$ cat src/rtl/seq_tx_pkg.sv
// Shared types and defaults for the serial pattern transmitter.
// The PAR state exists only when SEQ_TX_PARITY_EN is defined.
package seq_tx_pkg;

  localparam int unsigned PatWDefault   = 8;
  localparam int unsigned GapCycDefault = 2;
  localparam int unsigned RepW          = 4;

`ifdef SEQ_TX_PARITY_EN
  typedef enum logic [1:0] {
    StIdle  = 2'b00,
    StShift = 2'b01,
    StGap   = 2'b10,
    StPar   = 2'b11
  } state_e;
`else
  typedef enum logic [1:0] {
    StIdle  = 2'b00,
    StShift = 2'b01,
    StGap   = 2'b10
  } state_e;
`endif

endpackage

$ cat src/rtl/seq_tx_shreg.sv
// Loadable MSB-first shift register; exposes the current MSB and the bit behind it.
module seq_tx_shreg #(
  parameter int unsigned Width = 8
) (
  input  logic             clk,
  input  logic             rst_n,
  input  logic             load,
  input  logic [Width-1:0] load_val,
  input  logic             shift_en,
  output logic             msb,
  output logic             nxt
);

  logic [Width-1:0] q_q, q_d;

  always_comb begin
    q_d = q_q;
    if (load) begin
      q_d = load_val;
    end else if (shift_en) begin
      q_d = {q_q[Width-2:0], 1'b0};
    end
  end

  always_ff @(posedge clk or negedge rst_n) begin
    if (!rst_n) begin
      q_q <= '0;
    end else begin
      q_q <= q_d;
    end
  end

  assign msb = q_q[Width-1];
  assign nxt = q_q[Width-2];

endmodule

$ cat src/rtl/seq_pattern_tx.sv
// Serial pattern transmitter: sends a captured pattern rep+1 times, separated by gaps.
// Define SEQ_TX_PARITY_EN to append an even-parity bit after each copy.
module seq_pattern_tx
  import seq_tx_pkg::*;
#(
  parameter int unsigned PAT_W   = PatWDefault,
  parameter int unsigned GAP_CYC = GapCycDefault
) (
  input  logic             clk,
  input  logic             rst_n,
  input  logic             start_i,
  input  logic [PAT_W-1:0] pat_i,
  input  logic [RepW-1:0]  rep_i,
  input  logic             abort_i,
  output logic             w_o,
  output logic             valid_o,
  output logic             busy_o,
  output logic             done_o
);

  localparam int unsigned CntW = $clog2(PAT_W);
  localparam logic [CntW-1:0] LastBit = CntW'(PAT_W - 1);
  localparam logic [3:0]      GapLast = 4'(GAP_CYC - 1);

  state_e state_q, state_d;

  logic [PAT_W-1:0] pat_q, pat_d;
  logic [RepW-1:0]  rep_q, rep_d;
  logic [CntW-1:0]  bit_cnt_q, bit_cnt_d;
  logic [3:0]       gap_cnt_q, gap_cnt_d;
  logic             w_q, w_d;
  logic             valid_q, valid_d;
  logic             done_q, done_d;

  logic             sh_load, sh_shift, sh_msb, sh_nxt;
  logic [PAT_W-1:0] sh_load_val;

  logic last_bit, gap_end, more_copies, copy_end;

  assign last_bit    = (bit_cnt_q == LastBit);
  assign gap_end     = (gap_cnt_q == GapLast);
  assign more_copies = (rep_q != '0);

`ifdef SEQ_TX_PARITY_EN
  assign copy_end = (state_q == StPar) && !abort_i;
`else
  assign copy_end = (state_q == StShift) && last_bit && !abort_i;
`endif

  seq_tx_shreg #(
    .Width (PAT_W)
  ) u_shreg (
    .clk      (clk),
    .rst_n    (rst_n),
    .load     (sh_load),
    .load_val (sh_load_val),
    .shift_en (sh_shift),
    .msb      (sh_msb),
    .nxt      (sh_nxt)
  );

  always_ff @(posedge clk or negedge rst_n) begin
    if (!rst_n) begin
      state_q <= StIdle;
    end else begin
      state_q <= state_d;
    end
  end

  always_comb begin
    state_d = StIdle;
    case (state_q)
      StIdle: state_d = start_i ? StShift : StIdle;
      StShift: begin
        if (abort_i) begin
          state_d = StIdle;
        end else if (!last_bit) begin
          state_d = StShift;
        end else begin
`ifdef SEQ_TX_PARITY_EN
          state_d = StPar;
`else
          state_d = more_copies ? StGap : StIdle;
`endif
        end
      end
`ifdef SEQ_TX_PARITY_EN
      StPar: state_d = (!abort_i && more_copies) ? StGap : StIdle;
`endif
      StGap: begin
        if (abort_i) begin
          state_d = StIdle;
        end else begin
          state_d = gap_end ? StShift : StGap;
        end
      end
      default: state_d = StIdle;
    endcase
  end

  // Outputs are computed one cycle ahead and registered, so w_o leads from a flop.
  always_comb begin
    pat_d       = pat_q;
    rep_d       = rep_q;
    bit_cnt_d   = bit_cnt_q;
    gap_cnt_d   = gap_cnt_q;
    w_d         = 1'b0;
    valid_d     = 1'b0;
    done_d      = 1'b0;
    sh_load     = 1'b0;
    sh_shift    = 1'b0;
    sh_load_val = pat_q;

    case (state_q)
      StIdle: begin
        if (start_i) begin
          pat_d       = pat_i;
          rep_d       = rep_i;
          sh_load     = 1'b1;
          sh_load_val = pat_i;
          bit_cnt_d   = '0;
          w_d         = pat_i[PAT_W-1];
          valid_d     = 1'b1;
        end
      end
      StShift: begin
        if (!abort_i) begin
          if (!last_bit) begin
            sh_shift  = 1'b1;
            bit_cnt_d = bit_cnt_q + CntW'(1);
            w_d       = sh_nxt;
            valid_d   = 1'b1;
          end
`ifdef SEQ_TX_PARITY_EN
          else begin
            w_d     = ^pat_q;
            valid_d = 1'b1;
          end
`endif
        end
      end
      StGap: begin
        if (!abort_i) begin
          if (gap_end) begin
            bit_cnt_d = '0;
            w_d       = sh_msb;
            valid_d   = 1'b1;
          end else begin
            gap_cnt_d = gap_cnt_q + 4'd1;
          end
        end
      end
      default: ;
    endcase

    // The shift register is reloaded on entry to GAP and held there.
    if (copy_end) begin
      if (more_copies) begin
        rep_d     = rep_q - RepW'(1);
        sh_load   = 1'b1;
        gap_cnt_d = '0;
      end else begin
        done_d = 1'b1;
      end
    end
  end

  always_ff @(posedge clk or negedge rst_n) begin
    if (!rst_n) begin
      pat_q     <= '0;
      rep_q     <= '0;
      bit_cnt_q <= '0;
      gap_cnt_q <= '0;
      w_q       <= 1'b0;
      valid_q   <= 1'b0;
      done_q    <= 1'b0;
    end else begin
      pat_q     <= pat_d;
      rep_q     <= rep_d;
      bit_cnt_q <= bit_cnt_d;
      gap_cnt_q <= gap_cnt_d;
      w_q       <= w_d;
      valid_q   <= valid_d;
      done_q    <= done_d;
    end
  end

  assign w_o     = w_q;
  assign valid_o = valid_q;
  assign done_o  = done_q;
  assign busy_o  = (state_q != StIdle);

endmodule

$ cat config.mk
export PLATFORM = sky130hd
export DESIGN_NAME = seq_pattern_tx
export DESIGN_NICKNAME = d
export VERILOG_FILES = /design/src/rtl/seq_tx_pkg.sv /design/src/rtl/seq_tx_shreg.sv /design/src/rtl/seq_pattern_tx.sv
export SDC_FILE = /design/constraint.sdc
export NUM_CORES = 1
export LEC_CHECK = 0
export CAP_MARGIN = 0
export CORE_ASPECT_RATIO = 0.8
export CORE_MARGIN = 4
export CORE_UTILIZATION = 35
export CTS_BUF_LIST = sky130_fd_sc_hd__clkbuf_8
export CTS_CLUSTER_DIAMETER = 150
export DETAILED_ROUTE_END_ITERATION = 16
export PLACE_DENSITY_LB_ADDON = 0.15
export SLEW_MARGIN = 20
export SYNTH_ARGS = -nofsm -noshare
export SYNTH_HDL_FRONTEND = slang
export SYNTH_HIERARCHICAL = 1
export SYNTH_SLANG_ARGS = --single-unit
$ cat constraint.sdc
create_clock -name clk -period 2 [get_ports clk]
set_clock_uncertainty 0.15 [all_clocks]
set_input_delay 0.3 -clock clk [delete_from_list [all_inputs] [get_ports clk]]
set_output_delay 0.3 -clock clk [all_outputs]
set_load 0.01 [all_outputs]
* After elaboration in Yosys (flattened, before gate mapping) *
Cells that the tools add are included.

operators by class
  add/subtract/negate cells = 3
  eq/ne operators = 9
  multiplexer cells = 44
  reduce and logical (&&, ||, !) cells = 9

operator list
  operator               number
  $mux W4                9
  $mux W8                4
  $mux W1                17
  $mux W3                5
  $mux W2                5
  $ne A2 B2 Y1 const B   5
  $pmux W3 S3            1
  $pmux W1 S3            2
  $pmux W2 S3            1
  $reduce_and A6 Y1      1
  $add A4 B1 Y4 const B  1
  $eq A4 B1 Y1 const B   1
  $reduce_bool A2 Y1     2
  $reduce_bool A4 Y1     1
  $sub A4 B1 Y4 const B  1
  $add A3 B1 Y3 const B  1
  $eq A3 B3 Y1 const B   1
  $reduce_bool A3 Y1     1
  $eq A2 B1 Y1 const B   1
  $eq A2 B2 Y1 const B   1
  $logic_and A1 B1 Y1    2
  $logic_not A2 Y1       1
  $logic_not A1 Y1       1

word-level totals
  register bits = 32
  input port bits = 16

* Logic depth before layout (Yosys ltp) *
Gate-level depths: netlist of run 1.

  depth after elaboration = 6
  depth in mapped cells = 8
  gate-level depth less buffers = 7

* Modules after synthesis *
Netlist of run 1, hierarchy kept.

by module, submodules not included
  module          times used  cells each  area an instance (um2)  seq. area each (um2)
  seq_pattern_tx  1           95          1167.4                  575.6
  seq_tx_shreg    1           34          369.1                   200.2

* Worst setup path before layout of run 1 *
Ideal clock, no wire load.

  kind = flip-flop to flip-flop
  start point = register bit_cnt_q[0]
  end point = register u_shreg.q_q[7]
  arrival = 1717 ps
  required time = 1727 ps
  setup slack = 10 ps
  cell stages (with the launch flop) = 7
  path buffers = 1
  clock period less this slack = 1990 ps
  cells stage by stage = dfrtp_1 ha_1 ha_1 nor4b_1 buf_6 mux2i_1 o21ai_1

on the way
  longest elaborated chain between the ends = 5

RTL lines
  item                                 line                   source
  from (decl)                          seq_pattern_tx.sv:29   logic [CntW-1:0] bit_cnt_q, bit_cnt_d;
  from (signal assigned)               seq_pattern_tx.sv:180  bit_cnt_q <= bit_cnt_d;
  $eq A3 B3 Y1                         seq_pattern_tx.sv:40   assign last_bit = (bit_cnt_q == LastBit);
  $mux W1                              seq_pattern_tx.sv:128  if (!last_bit) begin
  $mux W1                              seq_pattern_tx.sv:127  if (!abort_i) begin
  $mux W1                              seq_pattern_tx.sv:114  case (state_q)
  via sh_shift                         seq_pattern_tx.sv:35   logic sh_load, sh_shift, sh_msb, sh_nxt;
  $reduce_bool A2 Y1 (no source line)  n/a
  to (signal assigned)                 seq_tx_shreg.sv:29     q_q <= q_d;
  to (decl)                            seq_tx_shreg.sv:14     logic [Width-1:0] q_q, q_d;

The timed path passes the listed nets, and every way through them passes these cells.
A chain may end at the register's enable or synchronous reset.

* Worst setup path after layout of run 1 *
  start point = register state_q[0]
  end point = output busy_o

on the way
  longest elaborated chain between the ends = 1

RTL lines
  item                    line                   source
  from (decl)             seq_pattern_tx.sv:25   state_e state_q, state_d;
  from (signal assigned)  seq_pattern_tx.sv:64   state_q <= StIdle;
  from (signal assigned)  seq_pattern_tx.sv:66   state_q <= state_d;
  $reduce_bool A2 Y1      seq_pattern_tx.sv:191  assign busy_o = (state_q != StIdle);
  to (decl)               seq_pattern_tx.sv:17   output logic busy_o,

Every way passes these cells.

==> results of run 1 <==
==> timing repair <==
action | CTS | global route
hold buffers | 0 | 0
hold endpoints to repair | 0 | 0
pin swaps | 0 | 1
setup endpoints to repair | 2 | 9
resized for setup | 3 | 3
buffers inserted | 0 | 3
==> kinds of logic (layout without fill, tap and decap cells) <==
logic type               Yosys count  count (layout)  share of synthesized area, %
buffers and inverters             12              52                          5.21
AO/OA/AOI/OAI                     25              25                          10.5
adder cells (fa/ha/maj)            5               5                          4.07
AND/OR/NAND/NOR                   34              34                          14.4
flip-flops                        31              31                          50.5
multiplexers                      22              22                          15.3
==> area by class of cell <==
cell class | count | area share, %
Sequential cell | 31 | 38.2
Multi-Input combinational cell | 86 | 34.5
Clock inverter | 1 | 0.184
Clock buffer | 7 | 4.73
Inverter | 6 | 1.11
Timing Repair Buffer | 38 | 17.8
Tap cell | 57 | 3.50
==> layout by cell type (no fill, tap or decap), drive strengths merged, types with 2 or more instances in the layout <==
cell type      synthesis  routed
nor4b                  2       2
nor2                   2       2
o22ai                  2       2
o21ai                 12      12
or3                    4       4
or3b                   2       2
nand2                  9       9
ha                     5       5
or2                    2       2
clkdlybuf4s50          0      19
buf                    6      19
dfrtp                 31      31
mux2                  12      12
and3b                  2       2
mux2i                 10      10
a21oi                  4       4
clkbuf                 0       7
nor3b                  5       5
inv                    6       7
a22oi                  2       2
nand3                  2       2
==> metal layers <==
metal | up-vias | GRT usage [%]
met5 | - | 0
met4 | 0 | 4.15
met3 | 7 | 4.93
met2 | 22 | 17.9
met1 | 515 | 15.4
li1 | 545 | -
==> state kept, by name (all words and copies together), names as in the netlist <==
signal,count
w_o,1
rep_q,4
bit_cnt_q,3
state_q,2
pat_q,8
gap_cnt_q,4
done_o,1
u_shreg/q_q,8
==> how the worst max path moves through the flow <==
stage / startpoint / end / slack (ns) / cells past startpoint
after CTS: state_q[0]$_DFF_PN0_ / busy_o / 0.006 / 2
after global placement: abort_i / gap_cnt_q[2]$_DFF_PN0_ / -0.04 / 4
final: state_q[0]$_DFF_PN0_ / busy_o / 0.07 / 2
after global routing: state_q[0]$_DFF_PN0_ / busy_o / 0.02 / 2
after detailed placement: abort_i / gap_cnt_q[2]$_DFF_PN0_ / -0.09 / 4
after floorplan: bit_cnt_q[0]$_DFFE_PN0P_ / u_shreg/q_q[7]$_DFFE_PN0P_ / 0.01 / 6
==> per-stage QoR <==
stage | util [%] | worst slack, ns | setup TNS [ns] | std cells | hold slack, ns
final | 48.5 | 0.0749 | 0 | 226 | 0.265
after floorplan | - | 0.0103 | 0 | 129 | -0.146
after detailed placement | 45.0 | -0.0931 | -0.123 | 215 | 0.334
after global placement | 45.0 | -0.0353 | -0.0353 | 215 | 0.330
after global routing | 48.5 | 0.0220 | 0 | 226 | 0.289
after CTS | 47.6 | 0.00619 | 0 | 223 | 0.275
==> report_power, final <==
part	switching (mW)	total (mW)	internal, mW
clock network	0.215	0.523	0.308
registers	0.0825	0.856	0.774
logic	0.181	0.443	0.262
==> impl_metrics.env, run 1 <==
export IMPL_arrival_ns=1.48
export IMPL_grt_usage_pct=11.9
export IMPL_ctsRootBufferMaster="clkbuf_8"
export IMPL_drt_first_pass_iters=4
export IMPL_yosys_area_top_type_share_pct=50.5
export IMPL_setup_viol=0
export IMPL_std_cell_rows=21
export IMPL_crit_slowest_cell="clkdlybuf4s50_1"
export IMPL_synth_most_common_cell="dfrtp_1"
export IMPL_r2r_cells=4
export IMPL_post_route_drc_count=0
export IMPL_clk_path_buf_depth=2
export IMPL_wl_per_cell_microns=13.1
export IMPL_ys_seq_area_share_pct=50.5
export IMPL_synth_edf_count=0
export IMPL_multi_input_area_sq_um=703
export IMPL_synth_area_leaders="dfrtp_1 (50%), mux2_2 (8.8%), mux2i_1 (6.5%)"
export IMPL_ir_drop_mv=0.613
export IMPL_num_io_pins=20
export IMPL_final_nets=189
export IMPL_grt_pass1_wl_mm=4.91
export IMPL_fill_cells=394
export IMPL_cts_clk_slew_worst_paths_ns=0.06
export IMPL_hold_path_class="primary input to async pin"
export IMPL_relSlewSlack_pct=73.1
export IMPL_dp_hpwl_mm=2.10
export IMPL_ys_seq_elements=31
export IMPL_synth_top_cells_by_count="dfrtp_1 (31), mux2_2 (12), mux2i_1 (10)"
export IMPL_crit_chain="or2_2 -> clkdlybuf4s50_1"
export IMPL_ant_nets=0
export IMPL_gp_congestion=0.759
export IMPL_synth_cell_type_count=33
export IMPL_dpl_cell_area_sq_um=1890
export IMPL_core_area_sq_um=4200
export IMPL_numCtsBuffers=5
export IMPL_crit_family="buffers and inverters"
export IMPL_powerDensity_nw_per_um2=895
export IMPL_num_antenna_cells=0
export IMPL_syn_cell_area_sq_um=1540
export IMPL_die_y_microns=67.3
export IMPL_via_per_inst=4.82
export IMPL_drive_gt1_share_pct=30.8
export IMPL_finalPower_mw=1.82
export IMPL_wl_met3_microns=148
export IMPL_num_vias=1089
export IMPL_drt_met1_wl_mm=1.43
export IMPL_top_layer="met4"
export IMPL_required_ns=1.55
export IMPL_worstPathMaxFanout=5
export IMPL_fin_crit_sh_pct=96.3
export IMPL_wl_mm=2.96
export IMPL_cts_sink_count=31
export IMPL_syn_inst=129
export IMPL_post_synth_top_area_cell="dfrtp_1"
export IMPL_area_delta_synth_final_pct=32.6
export IMPL_crit_type="flip-flop to output port"
export IMPL_worstSetupStartpointType="flip-flop"
export IMPL_synthArstFlopShare_pct=100
export IMPL_slowest_delay_ns=0.47
export IMPL_rsz0062_at_grt="no"
export IMPL_first_global_vias=1070
export IMPL_synthesis_nets=150
export IMPL_power_leakage_nw=0.880
export IMPL_htree_levels=2
export IMPL_hold_viol=0
export IMPL_reg2reg_from="state_q[0]$_DFF_PN0_"
export IMPL_timing_rr_end="gap_cnt_q[2]$_DFF_PN0_"
export IMPL_clock_latency_ns=0.27
export IMPL_period_minus_slack_ns=1.93
export IMPL_antenna_found_initial=0
export IMPL_dr_wl_met2_mm=1.33
export IMPL_die_w_microns=82.1
export IMPL_grt_max_degree=32
export IMPL_stdcell_area_sq_um=2040
export IMPL_status="complete, no violations"
export IMPL_drtIter0Drc=17
export IMPL_cts_tree="done"
export IMPL_cap_violations=0
export IMPL_tightestPinTransition_ns=0.404
export IMPL_syn_avg_cell_area_sq_um=11.9
export IMPL_slew_violations=0
export IMPL_port_buffers=19
export IMPL_grt_overflow=0
export IMPL_rrSetupSlack_ns=0.10
export IMPL_final_seq_area_sq_um=778
export IMPL_cp_num_buf_inv=1
export IMPL_ys_flop_type="dfrtp_1"
export IMPL_dieArea_sq_um=5520
export IMPL_start_util_pct=36.5
export IMPL_fmax_ghz=0.519
export IMPL_cp_end_kind="output port"
export IMPL_synth_warnings=6
Note: power is estimated with default switching activity, not from simulation.
==> run 2, diff against run 1 <==
--- a/config.mk
+++ b/config.mk
@@ -12,8 +12,7 @@
 export CTS_BUF_LIST = sky130_fd_sc_hd__clkbuf_8
 export CTS_CLUSTER_DIAMETER = 150
 export DETAILED_ROUTE_END_ITERATION = 16
-export PLACE_DENSITY_LB_ADDON = 0.15
-export SLEW_MARGIN = 20
+export PLACE_DENSITY = 0.69
 export SYNTH_ARGS = -nofsm -noshare
 export SYNTH_HDL_FRONTEND = slang
 export SYNTH_HIERARCHICAL = 1
==> run 2 against run 1 <==
  * Critical path depth unchanged
  * First-iteration DRC count rose to 3.2 times the previous value
  * Register-to-register slack barely moved
  * Combinational power rose by 3%
  * Sequential share of layout area is 0.28 points lower
  * Design area is 0.74% higher
==> impl_metrics.env, run 2 (synthesized netlist as in run 1, its figures left out) <==
export IMPL_dieArea_sq_um=5520
export IMPL_grt_usage_pct=13.7
export IMPL_worstPathMaxFanout=4
export IMPL_rsz0062_at_grt="yes"
export IMPL_crit_chain="or2_2 -> clkdlybuf4s50_1"
export IMPL_layout_commonest_cell="dfrtp_1"
export IMPL_fin_crit_sh_pct=96.6
export IMPL_powerDensity_nw_per_um2=953
export IMPL_pwr_share_seq_pct=44.1
export IMPL_core_area_sq_um=4200
export IMPL_num_antenna_cells=0
export IMPL_period_minus_slack_ns=1.93
export IMPL_clockPowerShare_pct=32.5
export IMPL_cap_violations=0
export IMPL_port_buffers=19
export IMPL_sw_frac_of_total_pct=26.3
export IMPL_r2r_cells=8
export IMPL_dp_hpwl_mm=2.30
export IMPL_utilization_pct=48.8
export IMPL_num_vias=1106
export IMPL_cts_tree="done"
export IMPL_worstSetupStartpointType="flip-flop"
export IMPL_post_route_drc_count=0
export IMPL_drive_gt1_share_pct=30.5
export IMPL_tightestPinTransition_ns=0.398
export IMPL_grt_pass1_wl_mm=5.64
export IMPL_hold_viol=0
export IMPL_hold_path_class="primary input to async pin"
export IMPL_area_delta_synth_final_pct=33.6
export IMPL_fmax_ghz=0.518
export IMPL_numCtsBuffers=5
export IMPL_cts_clk_slew_worst_paths_ns=0.06
export IMPL_slowest_delay_ns=0.47
export IMPL_clk_path_buf_depth=2
export IMPL_start_util_pct=36.5
export IMPL_crit_type="flip-flop to output port"
export IMPL_largestRegisters="pat_q: 8 flops, u_shreg/q_q: 8 flops"
export IMPL_final_seq_area_sq_um=778
export IMPL_drtIter0Drc=55
export IMPL_path_depth=2
export IMPL_htree_levels=2
export IMPL_layout_common_cells="dfrtp_1 (29), clkdlybuf4s50_1 (19), buf_4 (13)"
export IMPL_holdBufCountCts=0
export IMPL_cp_end_kind="output port"
export IMPL_fill_cells=394
export IMPL_p_int_mw=1.44
export IMPL_std_cell_rows=21
export IMPL_required_ns=1.55
export IMPL_drt_first_pass_iters=4
export IMPL_die_w_microns=82.1
export IMPL_fin_setup_tns_ns=0
export IMPL_num_io_pins=20
export IMPL_via_per_inst=4.94
export IMPL_relSlewSlack_pct=73.4
export IMPL_status="complete, no violations"
export IMPL_final_nets=187
export IMPL_arrival_ns=1.48
export IMPL_ctsRootBufferMaster="clkbuf_8"
export IMPL_grt_overflow=0
export IMPL_rrSetupSlack_ns=0.11
export IMPL_power_leakage_nw=0.881
export IMPL_wl_mm=3.17
export IMPL_crit_family="buffers and inverters"
export IMPL_first_global_vias=1174
export IMPL_crit_slowest_cell="clkdlybuf4s50_1"
export IMPL_gp_congestion=0.714
export IMPL_die_y_microns=67.3
export IMPL_clock_latency_ns=0.28
export IMPL_power_frac_comb_pct=23.4
export IMPL_cp_num_buf_inv=1
export IMPL_switchingPower_mw=0.515
export IMPL_antenna_found_initial=0
export IMPL_wl_per_cell_microns=14.1
export IMPL_slew_violations=0
export IMPL_ir_drop_mv=0.464
export IMPL_multi_input_area_sq_um=703
export IMPL_grt_max_degree=32
export IMPL_cts_sink_count=31
export IMPL_setup_viol=0
export IMPL_ant_nets=0
-- run 2: cell types whose count changed in the layout (fill, tap and decap cells not counted), sizes merged --
| cell | before | now |
|---|---|---|
| clkbuf | 7 | 6 |
| clkinv | 0 | 1 |
| inv | 7 | 6 |
| buf | 19 | 17 |
| bufinv | 0 | 1 |
-- run 2: power groups by stage --
stage	Combinational (mW)	Clock, mW	Sequential [mW]
final	0.458	0.636	0.862
after CTS	0.439	0.657	0.863
after floorplan	0.291	0	0.843
after global placement	0.412	0	0.861
after detailed placement	0.435	0	0.872
after global routing	0.515	0.687	0.882
-- run 2: path summary, 6_finish.rpt --
kind | startpoint | end
worst min register to register | pat_q[0]$_DFF_PN0_ | pat_q[0]$_DFF_PN0_
min in group clk | pat_q[0]$_DFF_PN0_ | pat_q[0]$_DFF_PN0_
worst min-delay path | rst_n | bit_cnt_q[0]$_DFFE_PN0P_
worst max-delay path | state_q[0]$_DFF_PN0_ | busy_o
worst max register to register | bit_cnt_q[0]$_DFFE_PN0P_ | u_shreg/q_q[0]$_DFFE_PN0P_
max in group asynchronous | rst_n | state_q[1]$_DFF_PN0_
-- run 2: layer usage --
layer / GRT usage, % / vias to the layer above / part of all wire (%)
met4: 5.19 / 0 / 0.66
met3: 4.53 / 4 / 4.7
met1: 17.8 / 543 / 47
met2: 21.1 / 18 / 48
met5: 0 / - / 0
li1: - / 541 / -
-- run 2: area by class of cell --
type	count	share of cell area, %
repair buffers	36	17.5
clock buffers	6	4.02
flip-flops and latches	31	37.9
clock inverters	2	1.71
multi-input cells	86	34.3
well taps	57	3.48
inverters	6	1.10
-- run 2: metrics by stage --
stage | instances | total power [mW] | hold slack (ns) | setup WS (ns) | cell area (sq um)
after floorplan | 129 | 1.13 | -0.146 | 0.0103 | 1540
after global routing | 224 | 2.08 | 0.291 | -0.00914 | 2050
after detailed placement | 213 | 1.31 | 0.339 | -0.0692 | 1880
after CTS | 221 | 1.96 | 0.278 | -0.0323 | 1990
after global placement | 213 | 1.27 | 0.330 | -0.00904 | 1880
final | 224 | 1.96 | 0.268 | 0.0676 | 2050
-- run 2: timing repair --
action / CTS / global route
gates resized for setup: 0 / 6
pin swaps: 0 / 0
cloned: 0 / 0
setup buffers: 0 / 3
setup endpoints to repair: 5 / 9
